$ cat src/rtl/ddr4_dm_lane_tx_ctrl.sv
// ddr4_dm_lane_tx_ctrl
//
// Fabric-side controller for the DDR4 data-mask output lanes. The TX half
// turns a write-mask beat stream into per-lane 8-UI TX_DATA words with 4-bit
// OE_DATA enables, framed by one preamble and one postamble cycle. The step
// half sequences per-lane TX delay-line tap moves and loads behind a
// 4-phase request/acknowledge handshake and keeps a shadow tap per lane.
//
// Ports:
//   FAB_CLK, SYNC_RST          fabric clock, synchronous active-high reset
//   WR_VALID/WR_DM/WR_LAST     write-mask beat stream (lane l = WR_DM[8l+7:8l])
//   WR_READY                   beat accepted when high together with WR_VALID
//   TX_DATA, OE_DATA           per-lane IOD data and output-enable words
//   STEP_REQ/LANE/DIR/LOAD     tap-operation request (LOAD beats DIR)
//   STEP_ACK, STEP_ERR         one-cycle completion pulse, error qualifier
//   DELAY_LINE_MOVE/DIRECTION/LOAD   per-lane IOD delay-line controls
//   DELAY_LINE_OUT_OF_RANGE    per-lane IOD range flag
//   TAP_CNT                    shadow tap per lane, TAP_W bits each
module ddr4_dm_lane_tx_ctrl #(
    parameter int LANES    = 2,
    parameter int TAP_W    = 7,
    parameter int TAP_MAX  = 127,
    parameter int TAP_INIT = 1,
    parameter int MOVE_GAP = 4
) (
    input  logic                                        FAB_CLK,
    input  logic                                        SYNC_RST,
    input  logic                                        WR_VALID,
    input  logic [LANES*8-1:0]                          WR_DM,
    input  logic                                        WR_LAST,
    output logic                                        WR_READY,
    output logic [LANES*8-1:0]                          TX_DATA,
    output logic [LANES*4-1:0]                          OE_DATA,
    input  logic                                        STEP_REQ,
    input  logic [((LANES > 1) ? $clog2(LANES) : 1)-1:0] STEP_LANE,
    input  logic                                        STEP_DIR,
    input  logic                                        STEP_LOAD,
    output logic                                        STEP_ACK,
    output logic                                        STEP_ERR,
    output logic [LANES-1:0]                            DELAY_LINE_MOVE,
    output logic [LANES-1:0]                            DELAY_LINE_DIRECTION,
    output logic [LANES-1:0]                            DELAY_LINE_LOAD,
    input  logic [LANES-1:0]                            DELAY_LINE_OUT_OF_RANGE,
    output logic [LANES*TAP_W-1:0]                      TAP_CNT
);

    localparam int LANE_W = (LANES > 1) ? $clog2(LANES) : 1;
    localparam int GAP_W  = (MOVE_GAP > 1) ? $clog2(MOVE_GAP) : 1;
    localparam logic [TAP_W-1:0] TAP_MAX_V  = TAP_W'(TAP_MAX);
    localparam logic [TAP_W-1:0] TAP_INIT_V = TAP_W'(TAP_INIT);

    typedef enum logic [1:0] {IDLE, PRE, BURST, POST} tx_state_t;
    typedef enum logic [1:0] {S_IDLE, S_PULSE, S_WAIT, S_ACK} step_state_t;

    tx_state_t   tx_state;
    step_state_t step_state;

    logic [TAP_W-1:0]  tap [LANES];
    logic [LANE_W-1:0] lane_q;
    logic              dir_q;
    logic              load_q;
    logic [GAP_W-1:0]  gap_cnt;
    logic              armed;     // STEP_REQ seen low since the last ACK

    // ------------------------------------------------------------------
    // TX FSM. WR_READY rises together with the preamble, so the first beat
    // can already be taken in PRE and lands on TX_DATA right after it.
    // ------------------------------------------------------------------
    // NOTE: sequential state uses non-blocking assignments only, so every
    // register samples the pre-edge values regardless of statement order.
    always_ff @(posedge FAB_CLK) begin
        if (SYNC_RST) begin
            tx_state <= IDLE;
            TX_DATA  <= '0;
            OE_DATA  <= '0;
            WR_READY <= 1'b0;
        end else begin
            case (tx_state)
                IDLE: begin
                    TX_DATA  <= '0;
                    OE_DATA  <= '0;
                    WR_READY <= 1'b0;
                    if (WR_VALID) begin
                        tx_state <= PRE;
                        OE_DATA  <= '1;
                        WR_READY <= 1'b1;
                    end
                end
                PRE, BURST: begin
                    OE_DATA <= '1;
                    if (WR_VALID) begin
                        TX_DATA <= WR_DM;
                        if (WR_LAST) begin
                            tx_state <= POST;
                            WR_READY <= 1'b0;
                        end else begin
                            tx_state <= BURST;
                        end
                    end else begin
                        // bubble: keep the lane driven, send no mask
                        TX_DATA  <= '0;
                        tx_state <= BURST;
                    end
                end
                POST: begin
                    OE_DATA  <= '1;
                    TX_DATA  <= '0;
                    tx_state <= IDLE;
                end
                default: tx_state <= IDLE;
            endcase
        end
    end

    // ------------------------------------------------------------------
    // Request qualification against the addressed lane's current state.
    // ------------------------------------------------------------------
    logic             lane_ok;
    logic [TAP_W-1:0] cur_tap;
    logic             cur_oor;
    logic             reject;

    // NOTE: every always_comb output gets a default first so no path can
    // leave it unassigned and infer a latch.
    always_comb begin
        lane_ok = (int'(STEP_LANE) < LANES);
        cur_tap = '0;
        cur_oor = 1'b0;
        if (lane_ok) begin
            cur_tap = tap[STEP_LANE];
            cur_oor = DELAY_LINE_OUT_OF_RANGE[STEP_LANE];
        end
        reject = !lane_ok ||
                 (!STEP_LOAD && (cur_oor ||
                                 ( STEP_DIR && cur_tap == TAP_MAX_V) ||
                                 (!STEP_DIR && cur_tap == '0)));
    end

    // ------------------------------------------------------------------
    // Step FSM.
    // ------------------------------------------------------------------
    // NOTE: the tap array is a handful of flops, not a RAM; it must come up
    // at TAP_INIT to mirror the IOD static delay, so it is reset.
    always_ff @(posedge FAB_CLK) begin
        if (SYNC_RST) begin
            step_state           <= S_IDLE;
            STEP_ACK             <= 1'b0;
            STEP_ERR             <= 1'b0;
            DELAY_LINE_MOVE      <= '0;
            DELAY_LINE_DIRECTION <= '0;
            DELAY_LINE_LOAD      <= '0;
            armed                <= 1'b0;
            gap_cnt              <= '0;
            lane_q               <= '0;
            dir_q                <= 1'b0;
            load_q               <= 1'b0;
            for (int l = 0; l < LANES; l++) tap[l] <= TAP_INIT_V;
        end else begin
            DELAY_LINE_MOVE <= '0;
            DELAY_LINE_LOAD <= '0;
            STEP_ACK        <= 1'b0;
            STEP_ERR        <= 1'b0;
            if (!STEP_REQ) armed <= 1'b1;

            case (step_state)
                S_IDLE: begin
                    if (STEP_REQ && armed) begin
                        lane_q <= STEP_LANE;
                        dir_q  <= STEP_DIR;
                        load_q <= STEP_LOAD;
                        if (reject) begin
                            step_state <= S_ACK;
                            STEP_ACK   <= 1'b1;
                            STEP_ERR   <= 1'b1;
                        end else begin
                            step_state <= S_PULSE;
                            if (STEP_LOAD) begin
                                DELAY_LINE_LOAD[STEP_LANE] <= 1'b1;
                            end else begin
                                DELAY_LINE_MOVE[STEP_LANE]      <= 1'b1;
                                DELAY_LINE_DIRECTION[STEP_LANE] <= STEP_DIR;
                            end
                        end
                    end
                end
                S_PULSE: begin
                    // range was checked on acceptance, so no wrap is possible
                    if (load_q)     tap[lane_q] <= TAP_INIT_V;
                    else if (dir_q) tap[lane_q] <= tap[lane_q] + TAP_W'(1);
                    else            tap[lane_q] <= tap[lane_q] - TAP_W'(1);
                    gap_cnt    <= GAP_W'(MOVE_GAP - 1);
                    step_state <= S_WAIT;
                end
                S_WAIT: begin
                    if (gap_cnt == '0) begin
                        step_state           <= S_ACK;
                        STEP_ACK             <= 1'b1;
                        DELAY_LINE_DIRECTION <= '0;
                    end else begin
                        gap_cnt <= gap_cnt - GAP_W'(1);
                    end
                end
                S_ACK: begin
                    // a low REQ during the ACK cycle already re-arms
                    armed      <= !STEP_REQ;
                    step_state <= S_IDLE;
                end
                default: step_state <= S_IDLE;
            endcase
        end
    end

    always_comb begin
        TAP_CNT = '0;
        for (int l = 0; l < LANES; l++) TAP_CNT[l*TAP_W +: TAP_W] = tap[l];
    end

endmodule
$ cat config.mk
export PLATFORM = sky130hd
export DESIGN_NAME = ddr4_dm_lane_tx_ctrl
export DESIGN_NICKNAME = d
export VERILOG_FILES = /design/src/rtl/ddr4_dm_lane_tx_ctrl.sv
export SDC_FILE = /design/constraint.sdc
export NUM_CORES = 1
export LEC_CHECK = 0
export BUFFER_PORTS_ARGS = -buffer_cell sky130_fd_sc_hd__buf_2
export CAP_MARGIN = 25
export CORE_ASPECT_RATIO = 0.75
export CORE_MARGIN = 2
export CORE_UTILIZATION = 35
export CTS_BUF_LIST = sky130_fd_sc_hd__clkbuf_4
export DETAILED_ROUTE_END_ITERATION = 10
export HOLD_SLACK_MARGIN = 0.12
export MAX_ROUTING_LAYER = met4
export SLEW_MARGIN = 20
export SYNTH_ARGS = -nofsm -noshare
export SYNTH_HDL_FRONTEND = slang
export SYNTH_SLANG_ARGS = --single-unit
$ cat constraint.sdc
create_clock -name FAB_CLK -period 2.4 [get_ports FAB_CLK]
set_clock_uncertainty 0.1 [all_clocks]
set_input_delay 0.36 -clock FAB_CLK [delete_from_list [all_inputs] [get_ports FAB_CLK]]
set_output_delay 0.36 -clock FAB_CLK [all_outputs]
set_load 0.01 [all_outputs]
## After elaboration in Yosys (flattened, before gate mapping)

Memories as Yosys holds them, arrays and structs flattened. A register that Yosys moved wholly into a read port is not among the register bits.
Cells that the tools add are included.
W data, S select, Z words.

- Register bits after elaboration: 43
- RAM bits: 14
- Output and inout bits: 47
- Memories: 1

- Add/sub/neg operators: 3
- Magnitude comparators: 2
- Equality and inequality tests: 16
- Multiplexer cells: 57
- Bitwise gates (word level): 5
- Reductions and logical operators: 29

Memory list:

| memory | depth | width | rd ports | clocked after memory_dff | write ports | line | RTL |
|---|---|---|---|---|---|---|---|
| tap | 2 | 7 | 4 | 1 | 2 | 58 | `logic [TAP_W-1:0] tap [LANES];` |

Operators by type and width:

| cell | count |
|---|---|
| $mux W1 | 32 |
| $pmux W16 S2 | 1 |
| $mux W7 | 3 |
| $mux W2 | 10 |
| $mux W16 | 1 |
| $ne A2 B2 Y1 const B | 8 |
| $pmux W8 S2 | 1 |
| $reduce_or A5 Y1 | 2 |
| $eq A2 B2 Y1 const B | 4 |
| $mux W8 | 1 |
| $pmux W2 S2 | 2 |
| $pmux W2 S4 | 1 |
| $add A7 B1 Y7 const B | 1 |
| $eq A7 B7 Y1 const B | 1 |
| $logic_not A7 Y1 | 1 |
| $reduce_or A7 Y1 | 1 |
| $sub A7 B1 Y7 const B | 1 |
| $logic_not A2 Y1 | 3 |
| $pmux W2 S3 | 1 |
| $reduce_and A2 Y1 | 3 |
| $reduce_bool A2 Y1 | 3 |
| $reduce_or A2 Y1 | 3 |
| $logic_and A1 B1 Y1 | 5 |
| $reduce_and A5 Y1 | 1 |
| other kinds (14) | 22 |

## Depth between registers and ports, before layout

Gate-level depths: netlist (run 1).

- Depth in word-level cells: 9
- Mapped depth: 10
- Gate-level depth less buffers: 8

## Worst setup path before layout (run 1)

OpenSTA, ideal clock, no wires.

- Path kind: reg-to-reg
- Start: register with a tool-made name
- End: memory tap[0][6] (data pin)
- Setup time: 0.260 ns
- Arrival: 1.683 ns
- Required time: 2.040 ns
- Slack: 0.357 ns
- Stages on the path, launching flop included: 11
- Period minus slack after synthesis: 2.043 ns
- Cells stage by stage: dfxtp_1 buf_2 buf_2 mux2i_1 ha_1 nor2b_1 o21ai_0 o32ai_1 xnor2_1 nand2_1 nor2_1

RTL lines:

| item | line |
|---|---|
| to (decl) | 58 |

==> flow_summary.json, run 1 <==
{
  "status": "finished clean",
  "netlist_top_cells_area": "dfxtp_1 31%, edfxtp_1 17%, ha_1 5.2%",
  "fp.dieH_microns": 76.05,
  "setup_viol": 0,
  "ys_ff_latch": 51,
  "gp_congestion": 0.9044,
  "yosysWarnings": 0,
  "syn_avg_cell_area_sq_um": 9.968,
  "antenna_found_initial": 0,
  "post_dp_cell_area_sq_um": 2830,
  "drt-initial-drc-count": 72,
  "cpLargestDelayFamily": "simple AND/OR/NAND/NOR gates",
  "cp_max_fo": 6,
  "setup_tns_ns": 0,
  "clock_latency_ns": 0.36,
  "syn_nets": 279,
  "vias_per_cell": 4.794,
  "first_pass_iters": 4,
  "hold_class": "in -> reg",
  "period_share": 0.8936,
  "synthCells": 243,
  "dieArea_sq_um": 7609,
  "cts-root-buf": "clkbuf_4",
  "critPathMaxStageDelay_ns": 0.57,
  "cp-startpoint": "tap[0][1]",
  "crit_slowest_cell": "or4_4",
  "hold_violations": 0,
  "clkTransAtPathRegs_ns": 0.15,
  "start_util": 0.3580,
  "drc": 0,
  "grt_pass1_wl_microns": 9349,
  "path_buf_inv": 0,
  "fp-row-count": 26,
  "reg2reg_slack_ns": 0.26,
  "finalNetCount": 364,
  "holdPathStages": 3,
  "cp.depth": 6,
  "drive_above_1_share": 0.2857,
  "maxCapViolCount": 0,
  "ys_top_cells_by_count": "37 x dfxtp_1, 26 x nor2_1, 18 x and2_1",
  "cts.htree.levels": 2,
  "critPathRequiredTime_ns": 2.58,
  "cp-end-kind": "flip-flop",
  "r2r-start": "tap[0][1]",
  "cts.sinks": 51,
  "synth.top_cell.area_share": 0.3058,
  "cp-start-kind": "flip-flop",
  "peakVddDrop_mv": 0.3438,
  "clock.fmax_mhz": 466.3,
  "cts_tree": "done",
  "post-route-cell-area_sq_um": 3059,
  "synth_edf_count": 14,
  "n_antenna_cell": 0,
  "relSlewSlack": 0.6590,
  "wl_microns": 5655,
  "port_buffers": 72,
  "route.vias.total": 1980,
  "cts_buffers": 5,
  "synthFlopType": "dfxtp_1",
  "syn-cell-area_sq_um": 2422,
  "rsz0062_at_grt": "no",
  "die_width_microns": 100.1,
  "cp.arrival_ns": 2.33,
  "grt_overflow": 0,
  "ys_seq_area_frac": 0.4793,
  "ios": 73,
  "reg2reg_to": "step_state[1]",
  "grt_max_degree": 26,
  "path_class": "reg -> reg",
  "core-area_sq_um": 6766,
  "r2r_cells": 6,
  "layout_min_cycle_time_ns": 2.145,
  "synthArstFlopShare": 0,
  "area_delta_synth_final_pct": 26.29,
  "yosysTopAreaCell": "dfxtp_1",
  "cts_max_path_buffers": 2,
  "track_usage": 0.1578,
  "drt.antenna.violating_nets": 0,
  "p_per_area_nw_per_um2": 738.7,
  "wl_per_cell_microns": 13.69,
  "grt_pass1_vias": 1880,
  "slew_violations": 0,
  "cp_cell_sequence": "or4_4, nor4_4, o21ai_2, a31oi_4, mux2i_1, a211oi_1",
  "p_leak_nw": 1.294,
  "crit_end": "step_state[1]",
  "yosysMostFrequentCell": "dfxtp_1",
  "max_slew.worst_pin.slew_ns": 0.4972,
  "synth.distinct_cells": 44,
  "dpl.hpwl_microns": 4011
}
[per-layer routing]
metal  track usage  vias up  part of all wire
met2        0.2203       90              0.41
li1              -     1011                 -
met4       0.04110        0            0.0085
met1        0.2297      874              0.49
met5             -        -                 0
met3       0.03670        5             0.089
[stage by stage]
step | hold slack [ns] | total power [mW] | std cells | worst slack (ns) | utilization
floorplan | 0.3367 | 1.656 | 243 | 0.3569 | -
global placement | 0.3499 | 1.845 | 388 | 0.3664 | 0.4183
detailed placement | 0.3687 | 1.852 | 388 | 0.3009 | 0.4183
CTS | 0.1314 | 2.276 | 413 | 0.2153 | 0.4519
global route | 0.1366 | 2.432 | 413 | 0.09390 | 0.4521
finish | 0.1521 | 2.260 | 413 | 0.2553 | 0.4521
[cell usage in the layout, fill, tap and decap left out, drive strengths merged, types with 2 or more instances in the layout]
| cell type | n |
|---|---|
| dfxtp | 37 |
| mux2i | 11 |
| nand4 | 3 |
| buf | 76 |
| nand2b | 9 |
| nor4 | 6 |
| dlygate4sd3 | 17 |
| and2 | 18 |
| nor2b | 6 |
| nor2 | 26 |
| nor3 | 10 |
| nand3 | 6 |
| xor2 | 2 |
| xnor2 | 4 |
| clkinv | 3 |
| edfxtp | 14 |
| o21ai | 5 |
| ha | 10 |
| clkbuf | 6 |
| a21oi | 12 |
| a211oi | 3 |
| o32ai | 4 |
| or4 | 2 |
| nand3b | 3 |
| a31oi | 2 |
| inv | 10 |
| mux2 | 2 |
| nand2 | 9 |
| nor3b | 4 |
[flip-flops by register name (all words and copies together) (netlist names), named ones only]
signal	count
OE_DATA	1
lane_q	1
WR_READY	1
gap_cnt	2
DELAY_LINE_MOVE	2
TX_DATA	16
dir_q	1
STEP_ACK	1
tx_state	2
step_state	2
load_q	1
tap	14
armed	1
DELAY_LINE_DIRECTION	2
STEP_ERR	1
DELAY_LINE_LOAD	2
[report_power, final]
| group | internal (mW) | switching, mW | total, mW |
|---|---|---|---|
| combinational | 0.346 | 0.425 | 0.771 |
| sequential | 1.00 | 0.0903 | 1.09 |
| clock | 0.126 | 0.270 | 0.395 |
| total | 1.48 | 0.785 | 2.26 |
[worst min-delay path by stage]
stage	from	to
3_3_place_gp	gap_cnt[0]	gap_cnt[0]
3_5_place_dp	gap_cnt[0]	gap_cnt[0]
5_1_grt	WR_LAST	tx_state[0]
4_1_cts	WR_LAST	tx_state[0]
6_report	WR_LAST	tx_state[0]
2_1_floorplan	gap_cnt[0]	gap_cnt[0]
[layout make-up]
class | count | area, sq um
multi-input cells | 166 | 1132
inverters | 11 | 41.29
fillers | 673 | 3707
clock buffers | 6 | 45.04
flip-flops and latches | 51 | 1162
repair buffers | 93 | 560.5
clock inverters | 2 | 12.51
well taps | 84 | 105.1
[timing repair]
action,CTS,global route
buffers inserted,0,0
gates resized for setup,0,1
endpoints found under the hold margin,17,0
setup endpoints to repair,0,1
hold buffers,17,0
[logic make-up (layout without fill, tap and decap cells)]
logic type      count (synthesis)  count (layout)  synth area share
simple gates                  106             106            0.2490
flops                          51              51            0.4793
compound gates                 31              31           0.09040
buf+inv                        26             112           0.05320
mux                            13              13           0.05475
fa+ha+maj                      10              10           0.05165
xor+xnor                        6               6           0.02169
[worst reg2reg max path, delay by kind of cell (launching register included)]
kind	cells	cell delay (ns)
AOI/OAI and AO/OA	3	0.59
and+or+nand+nor	2	0.73
muxes	1	0.11
DFF	1	0.53
(Power assumes the default switching activity.)
==> inputs of run 2 (changes only) <==
--- a/config.mk
+++ b/config.mk
@@ -14,6 +14,7 @@
 export DETAILED_ROUTE_END_ITERATION = 10
 export HOLD_SLACK_MARGIN = 0.12
 export MAX_ROUTING_LAYER = met4
+export REMOVE_ABC_BUFFERS = 1
 export SLEW_MARGIN = 20
 export SYNTH_ARGS = -nofsm -noshare
 export SYNTH_HDL_FRONTEND = slang
==> run 2 against run 1 <==
Worst hold slack better by 0.033 ns; sequential share of layout area down 0.24 points; sequential cell count unchanged; final cell count down 0.24%.
==> flow_summary.json, run 2 (synthesized netlist as in run 1, its figures left out) <==
{
  "finalPower_mw": 2.380,
  "fp.dieH_microns": 76.05,
  "cts.htree.levels": 2,
  "die_width_microns": 100.1,
  "grt_pass1_vias": 2020,
  "status": "finished clean",
  "critPathRequiredTime_ns": 2.53,
  "grt_pass1_wl_microns": 9549,
  "cts_resized": 0,
  "grt_busiest_layer": "met1",
  "clock.fmax_mhz": 468.9,
  "drive_above_1_share": 0.2835,
  "setup_viol": 0,
  "layout_common_cells": "72 x buf_2, 37 x dfxtp_1, 26 x nor2_1",
  "cts_max_path_buffers": 2,
  "layout_min_cycle_time_ns": 2.132,
  "cp_cell_sequence": "mux2i_1, ha_1, nor2b_1, o21ai_0, o31ai_1, xor2_1, nand2_1, nor2_1",
  "cp-end-kind": "flip-flop",
  "maxCapViolCount": 0,
  "max_slew.worst_pin.slew_ns": 0.4513,
  "grt_use_met2": 0.2209,
  "n_antenna_cell": 0,
  "setup_slack_ns": 0.2675,
  "layout_commonest_cell": "buf_2",
  "route.vias.total": 2050,
  "grt_overflow": 0,
  "cp-start-kind": "flip-flop",
  "reg_top3": "TX_DATA: 16 flops, tap: 14 flops",
  "core-area_sq_um": 6766,
  "final_cells": 412,
  "clock_latency_ns": 0.36,
  "fin_util": 0.4545,
  "track_usage": 0.1617,
  "fp-row-count": 26,
  "finalNetCount": 363,
  "wl_microns": 5879,
  "path_class": "reg -> reg",
  "met3_usage": 0.04954,
  "path_buf_inv": 0,
  "post_dp_cell_area_sq_um": 2823,
  "dieArea_sq_um": 7609,
  "p_per_area_nw_per_um2": 774.0,
  "start_util": 0.3580,
  "pre_cts_slack_ns": 0.3072,
  "post-cts-setup-buffer-count": 0,
  "holdWs_ns": 0.1852,
  "antenna_found_initial": 0,
  "area_delta_synth_final_pct": 26.96,
  "drc": 0,
  "wl_per_cell_microns": 14.27,
  "cts-root-buf": "clkbuf_4",
  "drt.antenna.violating_nets": 0,
  "clkTransAtPathRegs_ns": 0.15,
  "relSlewSlack": 0.6905,
  "cp_max_fo": 10,
  "critPathMaxStageDelay_ns": 0.56,
  "cts.sinks": 51,
  "max_flop_register": "TX_DATA",
  "period_share": 0.8885,
  "hold_buffers": 17,
  "cts_tree": "done",
  "first_pass_iters": 4,
  "setup_tns_ns": 0,
  "nFillCells": 661,
  "cpLargestDelayFamily": "flip-flops",
  "gp_congestion": 0.9993,
  "rsz0062_at_grt": "no",
  "drt-initial-drc-count": 110,
  "hold_class": "in -> reg",
  "cp.arrival_ns": 2.26,
  "crit_slowest_cell": "dfxtp_1",
  "p_leak_nw": 1.301,
  "hold_violations": 0,
  "cts_buffers": 5,
  "grt_max_degree": 26,
  "largest_reg_flops": 16,
  "ios": 73,
  "post-route-cell-area_sq_um": 3075,
  "vias_per_cell": 4.976,
  "met1_usage": 0.2367,
  "dpl.hpwl_microns": 4205,
  "dpl.cell_count": 387,
  "port_buffers": 72,
  "slew_violations": 0,
  "peakVddDrop_mv": 0.3487
}
[run 2: cell types whose count changed in the layout (fill, tap and decap cells not counted), sizes merged]
cell	change
buf	-1
bufinv	+1
clkbuf	+1
clkinv	-2
[run 2: tightest hold or removal path: cells and delay by family]
family | cells | cell delay [ns]
buf+inv | 1 | 0.11
simple gates | 1 | 0.08
compound gates | 1 | 0.06
[run 2: path summary, 6_finish.rpt]
check	from	endpoint	slack (ns)	cells past startpoint
worst max-delay path	flip-flop	tap[0][4]	0.27	8
worst min-delay path	WR_LAST	tx_state[0]	0.19	3
worst max register to register	flip-flop	tap[0][4]	0.27	8
worst min register to register	gap_cnt[0]	gap_cnt[0]	0.38	1
[run 2: where the power goes]
group	switching (mW)	internal, mW
Sequential	0.0915	1.00
Combinational	0.429	0.346
Clock	0.267	0.244
[run 2: final cells by class]
cell class / instances / area, sq um / area share
Inverter: 11 / 41.29 / 0.01343
Sequential cell: 51 / 1161 / 0.3775
Multi-Input combinational cell: 166 / 1132 / 0.3682
Clock buffer: 7 / 52.55 / 0.01709
Timing Repair Buffer: 92 / 553.0 / 0.1798
Tap cell: 84 / 105.1 / 0.03417
Clock inverter: 1 / 30.03 / 0.009764
[run 2: per-layer routing]
layer	up-vias	wire (microns)
met5	-	0
met4	0	20
met3	2	562
met2	110	2439
met1	932	2857
li1	1006	-
==> inputs of run 3 (changes only) <==
==> constraint.sdc (replaced) <==
create_clock -name FAB_CLK -period 2.3 [get_ports FAB_CLK]
set_clock_uncertainty 0.1 [all_clocks]
set_input_delay 0.345 -clock FAB_CLK [delete_from_list [all_inputs] [get_ports FAB_CLK]]
set_output_delay 0.345 -clock FAB_CLK [all_outputs]
set_load 0.01 [all_outputs]
==> run 3 against run 2 <==
Register-to-register slack got worse by 0.13 ns; count of clock-buffer cells in the layout is the same; sequential cell count is the same; sequential power up 5%; highest routed layer unchanged; wire length down 2.1%; critical path type unchanged; critical path depth decreased by 2; via count decreased by 0.15%; sequential share of layout area decreased by 0.65 points; first-iteration DRC count shrank 4.5%; clock power rose by 2%.
==> flow_summary.json, run 3 (synthesized netlist as in run 1, its figures left out) <==
{
  "met1_usage": 0.2273,
  "cts_max_path_buffers": 2,
  "p_leak_nw": 1.337,
  "drc": 0,
  "layout_min_cycle_time_ns": 2.167,
  "drt.antenna.violating_nets": 0,
  "clock.fmax_mhz": 461.5,
  "cp.arrival_ns": 2.34,
  "track_usage": 0.1617,
  "max_slew.worst_pin.slew_ns": 0.4641,
  "first_pass_iters": 4,
  "antenna_found_initial": 0,
  "setup_tns_ns": 0,
  "cts.sinks": 51,
  "ios": 73,
  "dieArea_sq_um": 7609,
  "crit_slowest_cell": "or4_1",
  "clock_latency_ns": 0.35,
  "n_antenna_cell": 0,
  "die_width_microns": 100.1,
  "finalPower_mw": 2.507,
  "cp_max_fo": 6,
  "setup_viol": 0,
  "period_share": 0.9422,
  "hold_class": "in -> reg",
  "grt_use_met2": 0.2318,
  "grt_pass1_wl_microns": 9549,
  "wl_microns": 5755,
  "p_per_area_nw_per_um2": 800.3,
  "post-route-cell-area_sq_um": 3133,
  "cp-start-kind": "flip-flop",
  "grt_busiest_layer": "met2",
  "rsz0062_at_grt": "no",
  "gp_congestion": 0.9537,
  "dpl.cell_count": 394,
  "cts.htree.levels": 2,
  "grt_max_degree": 18,
  "post_dp_cell_area_sq_um": 2875,
  "critPathRequiredTime_ns": 2.48,
  "met3_usage": 0.04862,
  "path_class": "reg -> reg",
  "post-cts-setup-buffer-count": 0,
  "layout_commonest_cell": "buf_2",
  "grt_pass1_vias": 2025,
  "port_buffers": 72,
  "dpl.hpwl_microns": 4262,
  "hold_violations": 0,
  "cts_buffers": 5,
  "cts-root-buf": "clkbuf_4",
  "path_buf_inv": 0,
  "route.vias.total": 2047,
  "finalNetCount": 370,
  "slew_violations": 0,
  "grt_overflow": 0,
  "start_util": 0.3580,
  "core-area_sq_um": 6766,
  "drive_above_1_share": 0.3045,
  "wl_per_cell_microns": 13.74,
  "layout_common_cells": "72 x buf_2, 36 x dfxtp_1, 26 x nor2_1",
  "drt-initial-drc-count": 105,
  "relSlewSlack": 0.6897,
  "reg_top3": "TX_DATA: 16 flops, tap: 14 flops",
  "area_delta_synth_final_pct": 29.34,
  "cpLargestDelayFamily": "simple AND/OR/NAND/NOR gates",
  "largest_reg_flops": 16,
  "vias_per_cell": 4.885,
  "clkTransAtPathRegs_ns": 0.14,
  "status": "finished clean",
  "critPathMaxStageDelay_ns": 0.57,
  "fp-row-count": 26,
  "final_cells": 419,
  "max_flop_register": "TX_DATA",
  "fp.dieH_microns": 76.05,
  "maxCapViolCount": 0,
  "peakVddDrop_mv": 0.3958,
  "cp_cell_sequence": "or4_1, nor4_2, o21ai_2, a31oi_4, mux2i_1, a211oi_1",
  "cts_tree": "done",
  "cp-end-kind": "flip-flop"
}
-- run 3: changes by cell type in the layout (fill, tap and decap cells not counted), sizes merged --
cell / previous run / this run
buf: 75 / 82
-- run 3: worst reg2reg max path: stages, from the launching register on --
cell and delay, ns:
edfxtp_1 0.52, or4_1 0.57, nor4_2 0.20, o21ai_2 0.13
a31oi_4 0.23, mux2i_1 0.10, a211oi_1 0.25
-- run 3: power by group --
group | total [mW] | leakage (nW) | internal (mW) | switching, mW
Sequential | 1.14 | 0.441 | 1.05 | 0.0946
Clock | 0.520 | 0.0463 | 0.255 | 0.266
Combinational | 0.846 | 0.849 | 0.388 | 0.457
-- run 3: metal layers --
| metal | vias up | wire (microns) |
|---|---|---|
| met5 | - | 0 |
| met4 | 0 | 25 |
| met3 | 2 | 599 |
| met2 | 105 | 2345 |
| met1 | 917 | 2785 |
| li1 | 1023 | - |
-- run 3: cell type report --
cell class              instances  area [sq um]
inverters                      11         41.29
clock buffers                   7         52.55
multi-input cells             166          1136
well taps                      84         105.1
fillers                       646          3633
flip-flops and latches         51          1162
clock inverters                 1         30.03
repair buffers                 99         605.6
-- run 3: through the flow --
stage / hold WS, ns / util / worst slack, ns
3_5_place_dp: 0.3635 / 0.4249 / 0.1524
4_1_cts: 0.1353 / 0.4623 / 0.1329
2_1_floorplan: 0.3141 / - / 0.2589
5_1_grt: 0.1491 / 0.4630 / 0.01867
6_report: 0.1537 / 0.4630 / 0.1329
3_3_place_gp: 0.3547 / 0.4249 / 0.2208
-- run 3: what timing repair did --
item	in CTS	in global routing
hold endpoints to repair	17	0
hold buffers	17	0
gates resized for setup	0	2
endpoints found under the setup margin	0	4
-- run 3: worst paths after layout --
| kind | start | slack [ns] | end | depth (start not counted) |
|---|---|---|---|---|
| setup / recovery | tap[1][0] | 0.13 | step_state[1] | 6 |
| hold / removal | WR_LAST | 0.15 | tx_state[0] | 3 |
| hold reg to reg | DELAY_LINE_DIRECTION[0] | 0.38 | DELAY_LINE_DIRECTION[0] | 2 |
| setup reg to reg | tap[1][0] | 0.13 | step_state[1] | 6 |
